File: src/rtl/div_seq_unit_if.sv
// Operand/result handshake bundle for the sequential divider.
// Latency: none (pure wiring).
// Backpressure: in_ready/out_ready carry flow control in each direction.
interface div_seq_unit_if #(
    parameter int a_width = 8,
    parameter int b_width = 8
) ();
    logic               in_valid;
    logic               in_ready;
    logic               tc;
    logic [a_width-1:0] a;
    logic [b_width-1:0] b;
    logic               out_valid;
    logic               out_ready;
    logic [a_width-1:0] quotient;
    logic [b_width-1:0] remainder;
    logic [b_width-1:0] modulus;
    logic               div_by_zero;

    // Producer/consumer side of the divider.
    modport master (
        output in_valid, tc, a, b, out_ready,
        input  in_ready, out_valid, quotient, remainder, modulus, div_by_zero
    );

    // Divider side.
    modport slave (
        input  in_valid, tc, a, b, out_ready,
        output in_ready, out_valid, quotient, remainder, modulus, div_by_zero
    );
endinterface

File: src/rtl/div_seq_unit.sv
// Restoring divider: one quotient bit per cycle, quotient/remainder/modulus, signed or unsigned.
// Latency: a_width+1 cycles from accept to out_valid; one operation in flight.
// Backpressure: results held in DONE until out_ready; in_ready only in IDLE.
module div_seq_unit #(
    parameter int a_width = 8,
    parameter int b_width = 8
) (
    input  logic           clk,
    input  logic           rst,
    div_seq_unit_if.slave  io
);
    localparam int CW = $clog2(a_width);

    typedef enum logic [1:0] {IDLE, CALC, FIX, DONE} state_t;

    state_t             state;
    state_t             state_nxt;
    logic [CW-1:0]      cnt;
    logic               tc_q;
    logic               a_sign;
    logic               b_sign;
    logic [b_width-1:0] b_q;
    logic [b_width-1:0] a_low;
    logic [b_width-1:0] b_mag;
    logic [b_width-1:0] pr;
    logic [a_width-1:0] q_sr;

    logic               a_neg_in;
    logic               b_neg_in;
    logic [a_width-1:0] a_mag_in;
    logic [b_width-1:0] b_mag_in;
    logic [b_width:0]   shifted;
    logic               ge;
    logic [b_width-1:0] pr_nxt;
    logic [a_width-1:0] q_fix;
    logic [b_width-1:0] r_fix;
    logic [b_width-1:0] m_fix;
    logic               z_fix;

    // State register; reset aborts any operation in flight.
    always_ff @(posedge clk) begin
        if (rst) state <= IDLE;
        else     state <= state_nxt;
    end

    // Next-state decode.
    always_comb begin
        state_nxt = state;
        unique case (state)
            IDLE:    if (io.in_valid) state_nxt = CALC;
            CALC:    if (cnt == '0)   state_nxt = FIX;
            FIX:     state_nxt = DONE;
            DONE:    if (io.out_ready) state_nxt = IDLE;
            default: state_nxt = IDLE;
        endcase
    end

    // Handshake outputs decoded from registered state only.
    always_comb begin
        io.in_ready  = (state == IDLE);
        io.out_valid = (state == DONE);
    end

    // Operand magnitudes; negating the most-negative value leaves its bit pattern unchanged.
    always_comb begin
        a_neg_in = io.tc & io.a[a_width-1];
        b_neg_in = io.tc & io.b[b_width-1];
        a_mag_in = a_neg_in ? (~io.a + 1'b1) : io.a;
        b_mag_in = b_neg_in ? (~io.b + 1'b1) : io.b;
    end

    // One restoring step: the (b_width+1)-bit shifted partial remainder is trial-subtracted by |b|.
    // A kept difference is always below |b|, so b_width bits hold the stored remainder.
    always_comb begin
        shifted = {pr, q_sr[a_width-1]};
        ge      = (shifted >= {1'b0, b_mag});
        pr_nxt  = ge ? (shifted[b_width-1:0] - b_mag) : shifted[b_width-1:0];
    end

    // Sign fix-up of the magnitude results, with divide-by-zero override.
    always_comb begin
        q_fix = (a_sign ^ b_sign) ? (~q_sr + 1'b1) : q_sr;
        r_fix = a_sign ? (~pr + 1'b1) : pr;
        m_fix = ((r_fix != '0) && (a_sign != b_sign)) ? (r_fix + b_q) : r_fix;
        z_fix = 1'b0;
        if (b_q == '0) begin
            z_fix = 1'b1;
            if (!tc_q)      q_fix = '1;
            else if (a_sign) q_fix = {1'b1, {(a_width-1){1'b0}}};
            else             q_fix = {1'b0, {(a_width-1){1'b1}}};
            r_fix = a_low;
            m_fix = a_low;
        end
    end

    // Operand capture at accept and iteration during CALC.
    always_ff @(posedge clk) begin
        if (state == IDLE && io.in_valid) begin
            tc_q   <= io.tc;
            a_sign <= a_neg_in;
            b_sign <= b_neg_in;
            b_q    <= io.b;
            a_low  <= io.a[b_width-1:0];
            b_mag  <= b_mag_in;
            q_sr   <= a_mag_in;
            pr     <= '0;
            cnt    <= CW'(a_width - 1);
        end else if (state == CALC) begin
            pr   <= pr_nxt;
            q_sr <= {q_sr[a_width-2:0], ge};
            cnt  <= cnt - 1'b1;
        end
    end

    // Result registers, loaded once in FIX and held through DONE.
    always_ff @(posedge clk) begin
        if (rst) begin
            io.quotient    <= '0;
            io.remainder   <= '0;
            io.modulus     <= '0;
            io.div_by_zero <= 1'b0;
        end else if (state == FIX) begin
            io.quotient    <= q_fix;
            io.remainder   <= r_fix;
            io.modulus     <= m_fix;
            io.div_by_zero <= z_fix;
        end
    end
endmodule

File: src/flat_wrapper.sv
// flat-port wrapper written by rule: the top's interface ports become plain ports
module div_seq_unit_flat 
#(
    parameter int a_width = 8,
    parameter int b_width = 8
)
  (clk, rst, io_in_valid, io_tc, io_a, io_b, io_out_ready, io_in_ready, io_out_valid, io_quotient, io_remainder, io_modulus, io_div_by_zero);
  div_seq_unit_if #(.a_width(a_width), .b_width(b_width)) io_i ();
  input  logic clk;
  input  logic rst;
  input wire logic [$bits(io_i.in_valid)-1:0] io_in_valid;
  input wire logic [$bits(io_i.tc)-1:0] io_tc;
  input wire logic [$bits(io_i.a)-1:0] io_a;
  input wire logic [$bits(io_i.b)-1:0] io_b;
  input wire logic [$bits(io_i.out_ready)-1:0] io_out_ready;
  output wire logic [$bits(io_i.in_ready)-1:0] io_in_ready;
  output wire logic [$bits(io_i.out_valid)-1:0] io_out_valid;
  output wire logic [$bits(io_i.quotient)-1:0] io_quotient;
  output wire logic [$bits(io_i.remainder)-1:0] io_remainder;
  output wire logic [$bits(io_i.modulus)-1:0] io_modulus;
  output wire logic [$bits(io_i.div_by_zero)-1:0] io_div_by_zero;
  assign io_i.in_valid = io_in_valid;
  assign io_i.tc = io_tc;
  assign io_i.a = io_a;
  assign io_i.b = io_b;
  assign io_i.out_ready = io_out_ready;
  assign io_in_ready = io_i.in_ready;
  assign io_out_valid = io_i.out_valid;
  assign io_quotient = io_i.quotient;
  assign io_remainder = io_i.remainder;
  assign io_modulus = io_i.modulus;
  assign io_div_by_zero = io_i.div_by_zero;
  div_seq_unit #(.a_width(a_width), .b_width(b_width)) u_core (.clk(clk), .rst(rst), .io(io_i));
endmodule
File: config.mk
export PLATFORM = sky130hd
export DESIGN_NAME = div_seq_unit_flat
export DESIGN_NICKNAME = d
export VERILOG_FILES = /design/src/rtl/div_seq_unit_if.sv /design/src/rtl/div_seq_unit.sv /design/src/flat_wrapper.sv
export SDC_FILE = /design/constraint.sdc
export NUM_CORES = 1
export LEC_CHECK = 0
export BUFFER_PORTS_ARGS = -buffer_cell sky130_fd_sc_hd__buf_2
export CAP_MARGIN = 0
export CORE_UTILIZATION = 45
export DETAILED_ROUTE_END_ITERATION = 6
export GPL_TIMING_DRIVEN = 0
export PLACE_DENSITY = 0.69
export SLEW_MARGIN = 0
export SYNTH_ARGS = -nofsm -noshare
export SYNTH_HDL_FRONTEND = slang
export SYNTH_SLANG_ARGS = --single-unit
File: constraint.sdc
create_clock -name clk -period 3.32 [get_ports clk]
set_clock_uncertainty 0.1 [all_clocks]
set_input_delay 0.498 -clock clk [delete_from_list [all_inputs] [get_ports clk]]
set_output_delay 0.498 -clock clk [all_outputs]
set_load 0.005 [all_outputs]
==> results of run 1 <==
-- repair_timing --
item / 4_1_cts / 5_1_grt
setup endpoints to repair: 1 / 1
resized for setup: 2 / 4
pin swaps: 1 / 2
setup buffers: 0 / 2
-- cell type report --
class	instances	area share [%]
inverters	38	2.945
clock buffers	10	2.635
well taps	108	2.790
repair buffers	48	5.063
clock inverters	6	1.912
plain buffers	21	2.299
flip-flops and latches	72	36.79
multi-input cells	323	45.57
-- through the flow --
stage / power (mW) / setup WS [ns] / utilization (%) / instances
2_1_floorplan: 3.305 / 0.3851 / - / 454
3_3_place_gp: 3.867 / -0.00002709 / 51.58 / 608
3_5_place_dp: 3.949 / -0.03390 / 51.58 / 608
4_1_cts: 4.741 / 0.07126 / 54.17 / 624
5_1_grt: 5.181 / -0.007075 / 54.48 / 626
6_report: 4.811 / 0.1897 / 54.48 / 626
-- cell usage in the layout, fill, tap and decap left out, types with 3 or more instances in the layout --
master    Yosys  routed
nand2b_1      7       7
inv_1        38      38
nand2_1      37      37
o21ai_0      26      25
a211oi_1      9       9
nor2_1       49      49
clkbuf_8      0       9
xor2_1       12      12
edfxtp_1     34      34
clkbuf_1     13      14
a31oi_1       6       6
nor3b_1       3       3
a21oi_1      33      33
buf_4         3       6
nor3_1       11      11
a221oi_1      4       4
a22oi_1       7       7
nand3_1       6       6
dfxtp_1      38      38
xnor2_1      19      18
nand4_1       3       3
nor2b_1       4       4
mux2i_1       8       8
buf_2         3      48
ha_1         27      27
nor4_1        5       5
-- worst paths after layout --
path                                                           from                                   to  slack (ns)  cells after the start
worst min register to register  u_core.io.remainder[3]$_SDFFE_PP0P_  u_core.io.remainder[3]$_SDFFE_PP0P_        0.39                      2
worst max-delay path                      u_core.pr[0]$_SDFFE_PP0P_    u_core.io.modulus[7]$_SDFFE_PP0P_        0.19                     12
worst min-delay path                                        io_b[5]              u_core.b_q[5]$_DFFE_PP_        0.25                      1
worst max register to register            u_core.pr[0]$_SDFFE_PP0P_    u_core.io.modulus[7]$_SDFFE_PP0P_        0.19                     12
-- state kept, by name, indices dropped and copies added, names as in the netlist, 2 cells and up --
name / cells
u_core.a_low: 8
u_core.b_mag: 8
u_core.io.modulus: 8
u_core.io.quotient: 8
u_core.io.remainder: 8
u_core.pr: 8
u_core.q_sr: 8
u_core.b_q: 7
u_core.cnt: 3
u_core.state: 2
-- power groups by stage --
stage                     Clock (mW)  Combinational, mW  Sequential, mW
after floorplan                    0               1.85            1.45
after global placement             0               2.36            1.51
after detailed placement           0               2.43            1.52
after CTS                      0.785               2.46            1.50
after global routing           0.824               2.82            1.54
final                          0.775               2.53            1.50
-- layer usage --
metal | vias to the layer above | global-route usage [%]
li1 | 1729 | -
met1 | 1664 | 30.09
met2 | 102 | 33.78
met3 | 14 | 3.830
met4 | 0 | 6.544
met5 | - | 0
-- cell families after synthesis --
logic type / count (synthesis) / share of synthesized area, %
flip-flops: 72 / 42.22
multiplexers: 10 / 2.431
buffers and inverters: 59 / 5.959
adder cells (fa/ha/maj): 29 / 8.953
AO/OA/AOI/OAI: 114 / 18.23
AND/OR/NAND/NOR: 138 / 15.39
XOR/XNOR: 32 / 6.819
==> results by group, run 1 <==
Pwr
  – Switch share: 42.40%
  – Comb power frac: 52.6%
  – Clk network pwr share: 16.1%
  – Internal: 2.771 mW
  – Switching Power: 2.040 mW
  – Part of the power in registers: 31.3%
  – Max VDD drop: 0.3973 mV
  – Leakage: 2.031 nW
  – Pwr Density: 993.2 nW/µm²

STA
  – Crit share post-route: 94.29%
  – Hold Violations, Final: 0
  – Hold slack: 0.2525 ns
  – Fmax: 319.5 MHz
  – Fin. max-slew vios: 0
  – Setup TNS: 0 ns
  – Slew @ Worst Pin: 1.143 ns
  – Final min period: 3.130 ns
  – Final setup violation count: 0
  – Slew margin rel.: 23.71%

Drt
  – ANT nets after route: 0
  – Residual DRC: 0
  – 1st-pass router iterations: 5
  – DRT Wirelength: 9927 µm
  – Wl on met1: 4882 µm
  – Max Used Layer: met4
  – Metal2 WL: 4489 µm
  – DR vias/cell: 5.605
  – Routed len/inst: 15.86 µm
  – DR WL met3: 428 µm
  – Initial DRC Count: 205
  – Vias post-DR: 3509

Hold path
  – HP Class: in2reg

Logic synthesis
  – Top cell type's share of synthesized area: 24.19%
  – EDFF count, synth: 34
  – Count leader, synth: nor2_1
  – Synthesized instance count: 454
  – Post-synth top cells: nor2_1, dfxtp_1, inv_1
  – Syn_area_per_cell: 9.296 µm²
  – Largest area contributor in the netlist: edfxtp_1
  – Register area share after synthesis: 42.22%
  – Post-Syn Area: 4220 µm²
  – Number of distinct library cells after synthesis: 61
  – Ys flop type: dfxtp_1
  – Synth warnings: 0
  – Post-synth ARST share: 0%
  – #FFs+latches synth: 72
  – Syn nets: 504
  – Top cells by area, synth: edfxtp_1, dfxtp_1, ha_1

Clock tree
  – Clock buffer depth: 2
  – Hold_buf cts: 0
  – Clk sink count: 72
  – CTS tree: built
  – Inserted Clock Buffers: 9
  – Clock transition at path regs: 0.08 ns
  – Clk_lat worst skew: 0.36 ns
  – Clock H-tree levels: 3
  – Root buf cell: clkbuf_8

Floorplanning
  – Rows: 34
  – Chip height: 98.84 µm
  – Chip width: 98.84 µm
  – Die Area: 9769 µm²
  – Initial Util: 47.47%
  – Core ar.: 8891 µm²
  – # IOs: 48

Cells and area
  – Multi-input gate area: 2207 µm²
  – Fill cell count: 792
  – Nets: 563
  – Design Area, Final: 4843 µm²
  – Area delta synth->final: 14.76%
  – Share of cells above drive strength 1: 16.99%
  – Storage element area: 1782 µm²
  – Inserted Diodes: 0

Place
  – Gpl congestion: 0.8794
  – Placed Area: 4586 µm²
  – Dpl hpwl: 7479 µm
  – I/O Buffers: 46

Setup path
  – Buf/Inv on CP: 2
  – Crit-path slowest cell: dfxtp_1
  – Crit path max fanout: 9
  – Critical path type: reg2reg
  – CP delay by family, top: compound AO/OA/AOI/OAI gates
  – CP arrival: 3.26 ns
  – Critical path launch point type: register
  – CP max stage delay: 0.38 ns
  – Crit end category: register
  – CP most frequent cell: ha_1
  – CP required: 3.45 ns
  – Crit path cell chain: buf_4 > inv_1 > ha_1 > nand2b_1 > xnor2_2 > ha_1 > nor2b_1 > o31a_1 > o41ai_2 > xor2_1 > a2111oi_1 > nor3_1

Global route
  – Pin count of the biggest net entering global routing: 33
  – Gr usage total: 21.47%
  – Total gr overflow: 0
  – Initial antenna violation count: 0
  – First-pass GRT wire length: 16190 µm
  – Vias in the first global route: 3228

Status
  – Outcome: finished clean

Job
  – Max-cap violations: 0
No activity file was read; power rests on OpenSTA's default activity.
==> inputs of run 2 (changes only) <==
- REMOVE_ABC_BUFFERS: default -> 1
==> run 2 against run 1 <==
First-iteration DRC count decreased by 4.9%. Clock power is 0.5% higher. Core utilization is 1.2 points lower. Final area fell by 2.1%. Cell count is 3.4% lower. Total power decreased by 3.9%. Critical path type unchanged. Critical endpoint unchanged.
==> results by group, run 2 (synthesis gave the netlist of run 1 again) <==
Drt
  – Initial DRC Count: 195
  – Routed len/inst: 15.73 µm
  – Vias post-DR: 3419
  – Residual DRC: 0
  – 1st-pass router iterations: 4
  – Metal2 WL: 4433 µm
  – Wl on met1: 4317 µm
  – DRT Wirelength: 9516 µm
  – ANT nets after route: 0
  – Max Used Layer: met4
  – DR vias/cell: 5.651
  – DR WL met3: 572 µm

STA
  – Setup repair after global routing missed its margin: false
  – Hold Violations, Final: 0
  – Final setup violation count: 0
  – Slew @ Worst Pin: 1.027 ns
  – Fmax: 323.7 MHz
  – Final min period: 3.090 ns
  – Fin. max-slew vios: 0
  – Slew margin rel.: 31.07%
  – Crit share post-route: 93.06%

Place
  – Placed Area: 4482 µm²
  – Dpl hpwl: 6868 µm
  – I/O Buffers: 47
  – Gpl congestion: 0.8444

Clock tree
  – Inserted Clock Buffers: 9
  – Clock H-tree levels: 3
  – Clock buffer depth: 2
  – Clk_lat worst skew: 0.35 ns
  – Clock transition at path regs: 0.08 ns
  – Root buf cell: clkbuf_8
  – CTS tree: built
  – Hold_buf cts: 0
  – Clk sink count: 72

Floorplanning
  – Chip width: 98.84 µm
  – # IOs: 48
  – Die Area: 9769 µm²
  – Rows: 34
  – Initial Util: 47.47%
  – Chip height: 98.84 µm
  – Core ar.: 8891 µm²

Pwr
  – Comb power frac: 49.8%
  – Pwr Density: 974.7 nW/µm²
  – Clk network pwr share: 16.9%
  – Switching Power: 1.931 mW
  – Part of the power in registers: 33.3%
  – Final Power: 4.621 mW
  – Switch share: 41.80%
  – Max VDD drop: 0.5232 mV
  – Internal: 2.689 mW
  – Leakage: 1.980 nW

Setup path
  – FF-to-FF End: u_core.io.modulus[7]$_SDFFE_PP0P_
  – CP max stage delay: 0.43 ns
  – R2r worst-path depth: 11
  – Crit-path slowest cell: dfxtp_4
  – CP most frequent cell: ha_1
  – Critical path type: reg2reg
  – RR Startpoint: u_core.pr[0]$_SDFFE_PP0P_
  – Crit path cell chain: inv_1 > ha_1 > nand2b_1 > xnor2_2 > ha_1 > nor2b_1 > o31a_1 > o41ai_1 > xor2_1 > a2111oi_0 > nor3_1
  – CP arrival: 3.20 ns
  – CP endpoint: u_core.io.modulus[7]$_SDFFE_PP0P_
  – Critical path launch point type: register
  – Crit path max fanout: 11
  – CP required: 3.43 ns
  – Worst Setup SP: u_core.pr[0]$_SDFFE_PP0P_
  – R2r setup slk: 0.23 ns
  – Crit end category: register

Cells and area
  – Nets: 542
  – Inserted Diodes: 0
  – Share of cells above drive strength 1: 16.70%
  – Most common cell after layout, fill and taps aside: nor2_1
  – Most frequent cells in the layout: nor2_1, buf_2, inv_1, nand2_1, dfxtp_1
  – Design Area, Final: 4741 µm²
  – Area delta synth->final: 12.33%

Status
  – Outcome: finished clean

Global route
  – Pin count of the biggest net entering global routing: 33
  – Total gr overflow: 0
  – Vias in the first global route: 3188
  – Initial antenna violation count: 0
  – First-pass GRT wire length: 15410 µm
  – Gr usage total: 20.21%

Hold path
  – HP Class: in2reg

Job
  – Max-cap violations: 0
==> run 2: cell types whose count changed in the layout (fill, tap and decap cells not counted), moves of 2 or more <==
cell and change:
buf_6 -2, bufinv_16 -2, clkbuf_1 -14, clkbuf_16 +3, dfxtp_1 -2, buf_4 -6
==> run 2: what timing repair did <==
item | 4_1_cts | 5_1_grt
setup endpoints to repair | 1 | 2
hold endpoints to repair | 0 | 0
gates resized for setup | 1 | 5
buffers inserted | 0 | 0
gates cloned | 0 | 1
pin swaps | 0 | 1
==> run 2: critical path, delay by kind of cell (launching register included) <==
kind,cells,cell delay [ns]
flip-flops,1,0.43
AO/OA/AOI/OAI,3,0.94
adder cells (fa/ha/maj),2,0.54
buffers and inverters,1,0.11
XOR/XNOR,2,0.42
AND/OR/NAND/NOR,3,0.42
==> run 2: worst min path at each step <==
stage,from,end,slack (ns),depth (start not counted)
3_5_place_dp,u_core.cnt[1]$_SDFFE_PP1P_,u_core.cnt[1]$_SDFFE_PP1P_,0.37,2
4_1_cts,io_b[7],u_core.b_q[7]$_DFFE_PP_,0.25,1
5_1_grt,io_b[7],u_core.b_q[7]$_DFFE_PP_,0.26,1
6_report,io_a[7],u_core.a_low[7]$_DFFE_PP_,0.27,1
2_1_floorplan,u_core.cnt[1]$_SDFFE_PP1P_,u_core.cnt[1]$_SDFFE_PP1P_,0.34,2
3_3_place_gp,u_core.cnt[2]$_SDFFE_PP1P_,u_core.cnt[2]$_SDFFE_PP1P_,0.36,2
==> run 2: power by group through the flow <==
stage               Clock, mW  Combinational [mW]  Sequential, mW
global placement            0                2.19            1.54
detailed placement          0                2.27            1.55
finish                  0.779                2.30            1.54
global route            0.819                2.61            1.58
floorplan                   0                1.76            1.48
CTS                     0.787                2.28            1.53
==> run 2: through the flow <==
step / util, % / setup TNS [ns] / worst slack, ns / hold slack, ns / cells
floorplan: - / 0 / 0.3456 / 0.3442 / 433
global placement: 50.41 / -0.03899 / -0.03899 / 0.3564 / 588
detailed placement: 50.41 / -0.1002 / -0.1002 / 0.3685 / 588
CTS: 53.07 / 0 / 0.03233 / 0.2501 / 604
global route: 53.32 / 0 / 0.04330 / 0.2624 / 605
finish: 53.32 / 0 / 0.2304 / 0.2670 / 605
==> run 2: final cells by class <==
cell class / count / area [µm²]
Clock buffer: 13 / 212.7
Clock inverter: 3 / 22.52
Fill cell: 778 / 4150
Inverter: 38 / 146.4
Multi-Input combinational cell: 323 / 2197
Sequential cell: 72 / 1787
Tap cell: 108 / 135.1
Timing Repair Buffer: 47 / 235.2
Timing Repair inverter: 1 / 5.005
==> run 2: per-layer routing <==
| layer | vias to the layer above | global-route usage, % |
|---|---|---|
| li1 | 1688 | - |
| met1 | 1618 | 27.32 |
| met2 | 94 | 31.79 |
| met3 | 19 | 3.688 |
| met4 | 0 | 8.611 |
| met5 | - | 0 |
